===== config.mk =====
export PLATFORM = sky130hd
export DESIGN_NAME = crc_stream_sequencer_flat
export DESIGN_NICKNAME = d
export VERILOG_FILES = /design/src/rtl/crc_stream_sequencer_if.sv /design/src/rtl/crc_stream_sequencer.sv /design/src/flat_wrapper.sv
export SDC_FILE = /design/constraint.sdc
export NUM_CORES = 1
export LEC_CHECK = 0
export CELL_PAD_IN_SITES_DETAIL_PLACEMENT = 1
export CELL_PAD_IN_SITES_GLOBAL_PLACEMENT = 1
export CORE_MARGIN = 2
export CORE_UTILIZATION = 34
export CTS_CLUSTER_SIZE = 20
export DETAILED_ROUTE_END_ITERATION = 16
export PLACE_DENSITY = 0.77
export RECOVER_POWER = 50
export SYNTH_ARGS = -nofsm -noshare
export SYNTH_HDL_FRONTEND = slang
export SYNTH_SLANG_ARGS = --single-unit

===== constraint.sdc =====
create_clock -name clk -period 2.7 [get_ports clk]
set_input_delay 0.675 -clock clk [delete_from_list [all_inputs] [get_ports clk]]
set_output_delay 0.675 -clock clk [all_outputs]
set_load 0.01 [all_outputs]

===== src/rtl/crc_stream_sequencer_if.sv =====
// ============================================================================
// Module      : crc_stream_sequencer_if
// Description : Byte-stream input and frame-result handshake bundle for the
//               CRC stream sequencer. The master drives bytes in and consumes
//               results; the slave (the sequencer) accepts bytes and
//               presents results.
// Revision    : 1.0 - initial release
// ============================================================================
`default_nettype none

interface crc_stream_sequencer_if #(
    parameter int CRC_WIDTH = 32,
    parameter int CNT_WIDTH = 16
);
    logic                 s_valid;
    logic                 s_ready;
    logic [7:0]           s_data;
    logic                 s_last;
    logic                 res_valid;
    logic                 res_ready;
    logic [CRC_WIDTH-1:0] res_crc;
    logic                 res_len_err;
    logic [CNT_WIDTH-1:0] res_words;

    modport master (
        output s_valid, s_data, s_last, res_ready,
        input  s_ready, res_valid, res_crc, res_len_err, res_words
    );

    modport slave (
        input  s_valid, s_data, s_last, res_ready,
        output s_ready, res_valid, res_crc, res_len_err, res_words
    );
endinterface

`default_nettype wire


===== src/rtl/crc_stream_sequencer.sv =====
// ============================================================================
// Module      : crc_stream_sequencer
// Description : Packs a byte stream into DATA_BYTES-wide words (first byte in
//               the most-significant lane), feeds each word to a registered
//               parallel CRC engine with the running CRC as seed, chains the
//               result, and presents the final-XORed frame CRC on a
//               valid/ready result port. Short final words are zero-padded
//               and flagged with res_len_err.
//               Optional macro CRC_SEQ_REFLECT_OUT_EN adds a reflect_out
//               input that bit-reverses the CRC before the final XOR.
// Revision    : 1.0 - initial release
// ============================================================================
`default_nettype none

module crc_stream_sequencer #(
    parameter int DATA_BYTES = 8,
    parameter int CRC_WIDTH  = 32,
    parameter int CNT_WIDTH  = 16
) (
    input  wire                      clk,
    input  wire                      rst,
    crc_stream_sequencer_if.slave    bus,
    input  wire [CRC_WIDTH-1:0]      crc_seed,
    input  wire [CRC_WIDTH-1:0]      final_xor,
`ifdef CRC_SEQ_REFLECT_OUT_EN
    input  wire                      reflect_out,
`endif
    output logic [DATA_BYTES*8-1:0]  eng_data,
    output logic [CRC_WIDTH-1:0]     eng_crc_in,
    output logic                     eng_enable,
    input  wire [CRC_WIDTH-1:0]      eng_crc_out
);

    localparam int              CW   = $clog2(DATA_BYTES + 1);
    localparam logic [CW-1:0]   FULL = CW'(DATA_BYTES);

    typedef enum logic [2:0] {
        S_IDLE  = 3'd0,
        S_FILL  = 3'd1,
        S_ISSUE = 3'd2,
        S_WAIT  = 3'd3,
        S_DONE  = 3'd4
    } state_t;

    state_t                  state;
    state_t                  state_nx;

    logic [DATA_BYTES*8-1:0] word;
    logic [DATA_BYTES*8-1:0] word_ins;
    logic [CW-1:0]           count;
    logic [CW-1:0]           fill_count;
    logic [CRC_WIDTH-1:0]    running_crc;
    logic [CRC_WIDTH-1:0]    xor_reg;
    logic [CNT_WIDTH-1:0]    words;
    logic                    last_seen;
    logic                    len_err;
    logic                    in_ready;
    logic                    accept;
    logic                    word_done;
    logic [CRC_WIDTH-1:0]    crc_final;

    logic                    res_valid;
    logic [CRC_WIDTH-1:0]    res_crc;
    logic                    res_len_err;
    logic [CNT_WIDTH-1:0]    res_words;

`ifdef CRC_SEQ_REFLECT_OUT_EN
    logic                    reflect_reg;

    function automatic logic [CRC_WIDTH-1:0] bit_reverse(input logic [CRC_WIDTH-1:0] v);
        logic [CRC_WIDTH-1:0] r;
        for (int i = 0; i < CRC_WIDTH; i++) begin
            r[i] = v[CRC_WIDTH-1-i];
        end
        return r;
    endfunction
`endif

    assign in_ready      = (state == S_IDLE) || (state == S_FILL);
    assign accept        = bus.s_valid && in_ready;
    assign bus.s_ready   = in_ready;
    assign bus.res_valid = res_valid;
    assign bus.res_crc   = res_crc;
    assign bus.res_len_err = res_len_err;
    assign bus.res_words = res_words;

    assign eng_data   = word;
    assign eng_crc_in = running_crc;
    assign eng_enable = (state == S_ISSUE);

    // Lane insertion: the n-th byte of a word lands in lane DATA_BYTES-n;
    // a new frame starts from an all-zero word so short words are padded.
    always_comb begin
        fill_count = (state == S_IDLE) ? CW'(1) : count + CW'(1);
        word_done  = (fill_count == FULL) || bus.s_last;
        word_ins   = (state == S_IDLE) ? '0 : word;
        for (int i = 0; i < DATA_BYTES; i++) begin
            if (i == DATA_BYTES - int'(fill_count)) begin
                word_ins[i*8 +: 8] = bus.s_data;
            end
        end
`ifdef CRC_SEQ_REFLECT_OUT_EN
        crc_final = (reflect_reg ? bit_reverse(eng_crc_out) : eng_crc_out) ^ xor_reg;
`else
        crc_final = eng_crc_out ^ xor_reg;
`endif
    end

    // State register.
    always_ff @(posedge clk) begin
        if (rst) begin
            state <= S_IDLE;
        end else begin
            state <= state_nx;
        end
    end

    // Next-state logic.
    always_comb begin
        state_nx = state;
        case (state)
            S_IDLE, S_FILL: begin
                if (accept && word_done) begin
                    state_nx = S_ISSUE;
                end else if (accept) begin
                    state_nx = S_FILL;
                end
            end
            S_ISSUE: state_nx = S_WAIT;
            S_WAIT:  state_nx = last_seen ? S_DONE : S_FILL;
            S_DONE: begin
                if (bus.res_ready) begin
                    state_nx = S_IDLE;
                end
            end
            default: state_nx = S_IDLE;
        endcase
    end

    // Datapath: packing, CRC chaining, word count and result registers.
    always_ff @(posedge clk) begin
        if (rst) begin
            word        <= '0;
            count       <= '0;
            running_crc <= '0;
            xor_reg     <= '0;
            words       <= '0;
            last_seen   <= 1'b0;
            len_err     <= 1'b0;
            res_valid   <= 1'b0;
            res_crc     <= '0;
            res_len_err <= 1'b0;
            res_words   <= '0;
`ifdef CRC_SEQ_REFLECT_OUT_EN
            reflect_reg <= 1'b0;
`endif
        end else begin
            case (state)
                S_IDLE, S_FILL: begin
                    if (accept) begin
                        if (state == S_IDLE) begin
                            running_crc <= crc_seed;
                            xor_reg     <= final_xor;
                            words       <= '0;
`ifdef CRC_SEQ_REFLECT_OUT_EN
                            reflect_reg <= reflect_out;
`endif
                        end
                        word      <= word_ins;
                        count     <= fill_count;
                        last_seen <= bus.s_last;
                        if (bus.s_last && (fill_count != FULL)) begin
                            len_err <= 1'b1;
                        end
                    end
                end
                S_ISSUE: begin
                    if (words != '1) begin
                        words <= words + CNT_WIDTH'(1);
                    end
                end
                S_WAIT: begin
                    running_crc <= eng_crc_out;
                    if (last_seen) begin
                        res_crc     <= crc_final;
                        res_len_err <= len_err;
                        res_words   <= words;
                        res_valid   <= 1'b1;
                    end else begin
                        count <= '0;
                        word  <= '0;
                    end
                end
                S_DONE: begin
                    if (bus.res_ready) begin
                        res_valid <= 1'b0;
                        len_err   <= 1'b0;
                    end
                end
                default: ;
            endcase
        end
    end

endmodule

`default_nettype wire


===== src/flat_wrapper.sv =====
// flat-port wrapper written by rule: the top's interface ports become plain ports
module crc_stream_sequencer_flat 
#(
    parameter int DATA_BYTES = 8,
    parameter int CRC_WIDTH  = 32,
    parameter int CNT_WIDTH  = 16
)
  (clk, rst, crc_seed, final_xor, eng_data, eng_crc_in, eng_enable, eng_crc_out, bus_s_valid, bus_s_data, bus_s_last, bus_res_ready, bus_s_ready, bus_res_valid, bus_res_crc, bus_res_len_err, bus_res_words);
  crc_stream_sequencer_if #(.CRC_WIDTH(CRC_WIDTH), .CNT_WIDTH(CNT_WIDTH)) bus_i ();
  input  wire clk;
  input  wire rst;
  input  wire [CRC_WIDTH-1:0] crc_seed;
  input  wire [CRC_WIDTH-1:0] final_xor;
  output logic [DATA_BYTES*8-1:0] eng_data;
  output logic [CRC_WIDTH-1:0] eng_crc_in;
  output logic eng_enable;
  input  wire [CRC_WIDTH-1:0] eng_crc_out;
  input wire logic [$bits(bus_i.s_valid)-1:0] bus_s_valid;
  input wire logic [$bits(bus_i.s_data)-1:0] bus_s_data;
  input wire logic [$bits(bus_i.s_last)-1:0] bus_s_last;
  input wire logic [$bits(bus_i.res_ready)-1:0] bus_res_ready;
  output wire logic [$bits(bus_i.s_ready)-1:0] bus_s_ready;
  output wire logic [$bits(bus_i.res_valid)-1:0] bus_res_valid;
  output wire logic [$bits(bus_i.res_crc)-1:0] bus_res_crc;
  output wire logic [$bits(bus_i.res_len_err)-1:0] bus_res_len_err;
  output wire logic [$bits(bus_i.res_words)-1:0] bus_res_words;
  assign bus_i.s_valid = bus_s_valid;
  assign bus_i.s_data = bus_s_data;
  assign bus_i.s_last = bus_s_last;
  assign bus_i.res_ready = bus_res_ready;
  assign bus_s_ready = bus_i.s_ready;
  assign bus_res_valid = bus_i.res_valid;
  assign bus_res_crc = bus_i.res_crc;
  assign bus_res_len_err = bus_i.res_len_err;
  assign bus_res_words = bus_i.res_words;
  crc_stream_sequencer #(.DATA_BYTES(DATA_BYTES), .CRC_WIDTH(CRC_WIDTH), .CNT_WIDTH(CNT_WIDTH)) u_core (.clk(clk), .rst(rst), .bus(bus_i), .crc_seed(crc_seed), .final_xor(final_xor), .eng_data(eng_data), .eng_crc_in(eng_crc_in), .eng_enable(eng_enable), .eng_crc_out(eng_crc_out));
endmodule

### After elaboration in Yosys (flattened, before gate mapping)

Cells that the tools add are included.

| storage, ports and cells | value |
|---|---|
| bits in registers | 203 |
| output and inout port bits | 148 |
| logic and storage cells | 116 |

| cells by class | value |
|---|---|
| $add $sub $neg | 3 |
| equal/unequal tests | 30 |
| muxes and demuxes | 34 |
| bitwise operators | 1 |
| reductions and logical operators | 29 |

Operators with widths:

| kind | number |
|---|---|
| $mux 64 | 3 |
| $eq 4x32->1 const A | 4 |
| $pmux 64 s2 | 1 |
| $eq 3x32->1 const A | 2 |
| $mux 32 | 2 |
| $mux 8 | 8 |
| $pmux 32 s2 | 1 |
| $mux 16 | 3 |
| $reduce_and 4->1 | 10 |
| $eq 2x32->1 const A | 1 |
| $logic_not 32->1 | 1 |
| $pmux 16 s2 | 1 |
| $xor 32x32->32 | 1 |
| $ne 3x1->1 const B | 9 |
| $add 16x1->16 const B | 1 |
| $ne 16x16->1 const B | 1 |
| $mux 3 | 4 |
| $mux 4 | 3 |
| $pmux 3 s4 | 1 |
| $reduce_and 3->1 | 4 |
| $ne 2x1->1 const B | 5 |
| $pmux 4 s2 | 1 |
| $reduce_bool 2->1 | 4 |
| $eq 3x2->1 const B | 2 |
| other kinds (14) | 24 |

### Logic depth before layout (Yosys ltp)

Gate-level depths: netlist of the first run.

| logic depth | value |
|---|---|
| depth in word-level cells | 7 |
| gate-level depth with buffers | 8 |
| depth with buffers taken out | 6 |

### Worst setup path before layout of the first run

No wires, ideal clock.

| timing | value |
|---|---|
| path kind | flip-flop to flip-flop |
| start point | register u_core.words[0] |
| end point | register u_core.words[14] |
| arrival | 1768 ps |
| required time | 2575 ps |
| setup slack | 806 ps |
| cell stages (with the launch flop) | 7 |
| path buffers | 0 |
| clock period less this slack | 1894 ps |
| cell sequence | dfxtp_1 > ha_1 > and4_1 > or4b_4 > nor4_4 > xnor2_1 > nor2_2 |

| between the ends | value |
|---|---|
| longest elaborated chain between the ends | 3 |

RTL lines:

| item | line | text |
|---|---|---|
| start, declared | crc_stream_sequencer.sv:54 | `logic [CNT_WIDTH-1:0] words;` |
| start signal, assigned | crc_stream_sequencer.sv:179 | `words <= words + CNT_WIDTH'(1);` |
| $add 16x1->16 / $ne 16x16->1 (equally long branches) | crc_stream_sequencer.sv:179, crc_stream_sequencer.sv:178 |  |
| $mux 16 / $ne 2x1->1 (equally long branches) | n/a |  |
| $pmux 16 s2 / $reduce_and 4->1 (equally long branches) | n/a |  |

Several ways; a longest one is shown, not always the timed one. The select of a mux whose other input is x is not followed.
A chain may end at the register's enable or synchronous reset.

### Worst setup path after layout of the first run

| timing | value |
|---|---|
| start point | register u_core.state[0] |
| end point | output port eng_enable |

| between the ends | value |
|---|---|
| longest elaborated chain between the ends | 1 |

RTL lines:

| item | line | text |
|---|---|---|
| start, declared | crc_stream_sequencer.sv:45 | `state_t state;` |
| start signal, assigned | crc_stream_sequencer.sv:114 | `state <= state_nx;` |
| $eq 3x2->1 | crc_stream_sequencer.sv:89 | `assign eng_enable = (state == S_ISSUE);` |
| end, declared | flat_wrapper.sv:16 | `output logic eng_enable;` |

No other way between the ends.

==> results of run 1 <==
==> power by group through the flow <==
stage                     clock (mW)  sequential [mW]  combinational (mW)
after global routing            3.01             3.18               0.895
after floorplan                    0             3.23               0.384
after global placement             0             3.23               0.833
final                           2.81             3.17               0.818
after detailed placement           0             3.23               0.847
after CTS                       2.89             3.17               0.854
==> per-stage QoR <==
step,hold slack [ns],instance area (sq um),setup slack (ns)
floorplan,0.431,8090,0.806
global placement,0.443,11000,0.170
detailed placement,0.447,11000,0.0691
CTS,0.455,11700,0.0477
global route,0.469,11600,0.0737
finish,0.447,11600,0.191
==> cells by family (layout without fill, tap and decap cells) <==
| group | count (synthesis) | in the layout | share of synthesized area (%) |
|---|---|---|---|
| adders and majority gates | 2 | 2 | 0.309 |
| DFF | 203 | 203 | 50.3 |
| xor gates and xnor gates | 47 | 47 | 5.09 |
| AOI/OAI and AO/OA | 229 | 229 | 19.6 |
| buffers and inverters | 76 | 326 | 3.81 |
| and+or+nand+nor | 378 | 378 | 21.0 |
| other | 0 | 1 | 0 |
==> cells in the mapped netlist, types with 4 or more instances <==
| master | count |
|---|---|
| a211oi_1 | 33 |
| a21oi_1 | 72 |
| a22o_1 | 29 |
| a22oi_1 | 4 |
| a2bb2o_1 | 4 |
| a311oi_1 | 33 |
| and2_1 | 6 |
| and3_1 | 6 |
| buf_2 | 12 |
| clkbuf_1 | 49 |
| dfxtp_1 | 203 |
| inv_1 | 11 |
| nand2_1 | 183 |
| nand2b_1 | 16 |
| nand3_1 | 25 |
| nand4_1 | 10 |
| nor2_1 | 98 |
| nor2b_1 | 4 |
| nor3_1 | 5 |
| o21ai_0 | 18 |
| o21ai_1 | 6 |
| o22ai_1 | 6 |
| o2bb2ai_1 | 6 |
| o32ai_1 | 4 |
| xnor2_1 | 37 |
| xor2_1 | 10 |
==> worst max-delay path, stage by stage, from the launching register on <==
cell	delay [ns]
dfxtp_1	0.42
nor2_2	0.20
and2_1	0.18
clkdlybuf4s50_1	0.54
==> cell type report <==
cell class	count	share of cell area (%)
multi-input cells	656	31.9
repair buffers	281	23.7
clock inverters	3	0.183
inverters	11	0.354
well taps	319	3.43
clock buffers	31	5.46
flip-flops and latches	203	34.9
diodes	1	0.0215
==> layer usage <==
metal  GRT usage, %  routed length (um)
met5              0                   0
met4           5.88                 529
met3           5.04                1560
met2           36.7               13500
met1           26.3               11300
==> worst min-delay path by stage <==
stage                                          to  slack (ns)  depth (start not counted)                     from
after floorplan            u_core.bus.res_len_err        0.43                          2           u_core.len_err
after global placement    u_core.bus.res_words[4]        0.44                          2  u_core.bus.res_words[4]
after detailed placement  u_core.bus.res_words[6]        0.45                          2  u_core.bus.res_words[6]
after CTS                 u_core.bus.res_words[6]        0.45                          2  u_core.bus.res_words[6]
after global routing      u_core.bus.res_words[2]        0.47                          2  u_core.bus.res_words[2]
final                     u_core.bus.res_words[6]        0.45                          2  u_core.bus.res_words[6]
==> flow_summary.toml, run 1 <==
[status]
status = "complete, no violations"

[sta]
report.final.slew_viol_count = 0
worst_slew_pin_slew_ns = 0.849
clock_skew_ns = 0.00895
hold_violations = 0
fmax_ghz = 0.399
post-route-period-util_pct = 92.9
rsz0062_at_grt = "false"
fin_crit_ns = 2.51
relSlewSlack_pct = 43.4
finalSetupTns_ns = 0
setup_viol = 0

[pwr]
p_leak_nw = 4.26
power_density_nw_per_um2 = 583
p_total_mw = 6.79
intPower_mw = 5.11
p_switching_mw = 1.68
p_seq_share_pct = 46.6
clockPowerShare_pct = 41.4
p_comb_share_pct = 12.0
sw_frac_of_total_pct = 24.7
ir_drop_mv = 0.326

[route]
vias_per_cell = 5.08
drtPass1Iterations = 4
drt_iter0_drc = 313
routedWlPerCell_um = 17.9
wl_um = 26900
ant_nets = 0
drc_errors = 0
vias = 7650

[global_route]
grt_max_degree = 77
grt_pass1_wl_um = 42200
grt_pass1_vias = 7784
grt_overflow = 0
antenna_found_initial = 0
grt.total_usage_pct = 21.2

[synthesis]
synth_edf_count = 0
synth-seq-area-share_pct = 50.3
synth_cells = 935
synth.cell_area_sq_um = 8090
yosysWarningCount = 0
yosysTopAreaCellShare_pct = 50.3
async_reset_ff_share_pct = 0
synth_top_area_cell = "dfxtp_1"
synth_cell_types = 55
synthTopCellsByArea = "dfxtp_1 50%, nand2_1 8.5%, nor2_1 4.5%, a21oi_1 4.5%, xnor2_1 4.0%"
ys.flop_type = "dfxtp_1"
synth.avg_cell_area_sq_um = 8.65
synth_fp_nets = 1046
ys_ff_latch = 203

[layout]
layout_common_cells = "202 x dfxtp_1, 183 x nand2_1, 180 x clkdlybuf4s50_1"
largest_reg_flops = 64
seq_area_sq_um = 4070
final_common_cell = "dfxtp_1"
n_fill_cell = 2737
drive_gt1_share_pct = 6.08
instances_no_fill = 1505
fin_nets = 1287
multiInputGateArea_sq_um = 3720
area_growth_pct = 44.1
fin_util_pct = 49.8

[clock_tree]
htree_levels = 1
cts.clk_slew.worst_paths_ns = 0.05
cts_root_buffer = "clkbuf_16"
cts_resized = 1
cts.path.max_buffers = 3
cts_tree = "built"
cts_setup_buffers = 0
numCtsBuffers = 23
cts_hold_buf = 0
cts_sinks = 203
clock_latency_ns = 0.50

[setup_path]
critPathLaunch = "u_core.state[0]"
endpoint_kind = "output port"
r2r-end = "u_core.eng_data[8]"
critPathMaxFanout = 11
crit_end = "eng_enable"
reg2reg_depth = 7
regToRegStartpoint = "u_core.state[2]"
cp_data_arrival_time_ns = 1.83
worstSetupStartpointType = "flop"
critical_path_required_ns = 2.03
critPathKind = "flop to output port"
rrSetupSlack_ns = 0.35

[floorplan]
die_w_um = 158
initial_core_util_pct = 34.5
io_pins = 257
core_sq_um = 23400
fp-row-count = 56
die_h_um = 158
dieArea_sq_um = 25000

[hold_path]
hp-class = "flop to flop"

[placement]
io_buffers = 256
gp_congestion = 0.828
placedCellCount = 1470
hpwl_um = 19300

[flow_run]
timing.max_cap.violations = 0
(Power assumes the default switching activity.)
==> run 2: changes to the inputs <==
--- a/config.mk
+++ b/config.mk
@@ -13,6 +13,8 @@
 export DETAILED_ROUTE_END_ITERATION = 16
 export PLACE_DENSITY = 0.77
 export RECOVER_POWER = 50
+export REMOVE_ABC_BUFFERS = 1
 export SYNTH_ARGS = -nofsm -noshare
 export SYNTH_HDL_FRONTEND = slang
 export SYNTH_SLANG_ARGS = --single-unit
+export TNS_END_PERCENT = 10
==> run 2 against run 1 <==
Effect of this change:
- worst setup slack worse by 0.078 ns
- sequential share of layout area is 0.26 points lower
- critical path depth stayed put
- core utilization is 0.36 points higher
- non-clock buffer count is 6 lower
- largest cell class unchanged
==> flow_summary.toml, run 2 (synthesis gave the netlist of run 1 again) <==
[route]
vias_per_cell = 5.12
drtPass1Iterations = 4
routedWlPerCell_um = 17.7
drt-met1-wl_um = 11100
vias = 7702
met2_length_um = 12200
ant_nets = 0
drc_errors = 0
wl_met3_um = 2870
wl_um = 26600
routed.top_layer = "met4"
drt_iter0_drc = 309

[floorplan]
core_sq_um = 23400
io_pins = 257
dieArea_sq_um = 25000
fp-row-count = 56
initial_core_util_pct = 34.5
die_h_um = 158
die_w_um = 158

[global_route]
grt_overflow = 0
antenna_found_initial = 0
grt_max_degree = 82
grt_pass1_vias = 7961
grt_pass1_wl_um = 42300
grt.total_usage_pct = 21.1

[sta]
fin_crit_ns = 2.59
clock_skew_ns = 0.00944
hold_violations = 0
fmax_ghz = 0.387
post-route-period-util_pct = 95.8
report.final.slew_viol_count = 0
relSlewSlack_pct = 35.3
rsz0062_at_grt = "false"
finalSetupTns_ns = 0
worst_slew_pin_slew_ns = 0.971
setup_viol = 0

[layout]
fin_util_pct = 50.1
instances_no_fill = 1505
largest_reg_flops = 64
area_growth_pct = 45.1
drive_gt1_share_pct = 6.33
fin_nets = 1280
fin_area_sq_um = 11700
final_common_cell = "dfxtp_1"
layout_common_cells = "203 x dfxtp_1, 190 x clkdlybuf4s50_1, 181 x nand2_1"

[setup_path]
critical_path_required_ns = 2.03
reg2reg_depth = 6
regToRegStartpoint = "u_core.state[0]"
worstSetupStartpointType = "flop"
critPathMaxFanout = 12
critPathKind = "flop to output port"
rrSetupSlack_ns = 0.31
path_cells = "nor2_4 > and2_1 > clkdlybuf4s50_1"
critPathLaunch = "u_core.state[2]"
crit_slowest_cell = "dfxtp_1"
critPathMaxStageDelay_ns = 0.63
endpoint_kind = "output port"
cp_data_arrival_time_ns = 1.91
r2r-end = "u_core.bus.res_crc[22]"

[status]
status = "complete, no violations"

[placement]
placedCellCount = 1464
gp_congestion = 0.815
io_buffers = 256
hpwl_um = 18600
dpl-instance-area_sq_um = 11000

[clock_tree]
numCtsBuffers = 22
cts_hold_buf = 0
cts_sinks = 203
cts_root_buffer = "clkbuf_16"
cts.path.max_buffers = 3
cts.clk_slew.worst_paths_ns = 0.06
cts_setup_buffers = 0
cts_resized = 0
htree_levels = 1
cts_tree = "built"
clock_latency_ns = 0.50

[pwr]
power_density_nw_per_um2 = 607
p_total_mw = 7.12
p_leak_nw = 4.25
ir_drop_mv = 0.325

[hold_path]
hp-class = "flop to flop"
holdPathEnd = "u_core.bus.res_len_err"
min_path_cells = 2
holdCritStartpoint = "u_core.bus.res_len_err"

[flow_run]
timing.max_cap.violations = 0
-- run 2: changes by cell type in the layout (fill, tap and decap cells not counted), moves of 2 or more --
cell / before / now
clkdlybuf4s50_1: 180 / 190
dlygate4sd3_1: 75 / 65
clkbuf_2: 4 / 0
buf_4: 16 / 13
clkbuf_8: 3 / 6
bufinv_16: 0 / 2
clkbuf_1: 8 / 6
clkbuf_4: 0 / 2
nand2_1: 183 / 181
nand2_2: 0 / 2
-- run 2: worst max-delay path by stage --
stage | endpoint
detailed placement | u_core.eng_data[29]
global placement | u_core.eng_data[28]
floorplan | u_core.bus.res_crc[0]
finish | eng_enable
global route | eng_enable
CTS | eng_enable
-- run 2: report_power, final --
| part | switching, mW | leakage (nW) | internal [mW] |
|---|---|---|---|
| Clock | 1.23 | 0.376 | 1.92 |
| Combinational | 0.422 | 2.23 | 0.388 |
| Sequential | 0.0702 | 1.65 | 3.09 |
| Total | 1.72 | 4.25 | 5.40 |
-- run 2: cell type report --
class	count	area (sq um)
Antenna cell	1	2.50
Clock buffer	33	673
Clock inverter	7	91.3
Fill cell	2770	11700
Inverter	11	41.3
Multi-Input combinational cell	656	3730
Sequential cell	203	4060
Tap cell	319	399
Timing Repair Buffer	275	2730
-- run 2: per-layer routing --
layer / global-route usage [%] / vias up
met5: 0 / -
li1: - / 3732
met1: 25.4 / 3702
met3: 8.98 / 30
met4: 4.68 / 0
met2: 35.1 / 238
-- run 2: worst max-delay path, delay by kind of cell (launching register included) --
family / cells / cell delay, ns
buffers and inverters: 1 / 0.48
DFF: 1 / 0.63
and+or+nand+nor: 2 / 0.30
-- run 2: through the flow --
stage | hold WS (ns) | worst slack (ns)
2_1_floorplan | 0.425 | -2.16
4_1_cts | 0.457 | 0.0365
3_3_place_gp | 0.445 | 0.0493
6_report | 0.450 | 0.113
3_5_place_dp | 0.449 | 0.0462
5_1_grt | 0.473 | 0.0278
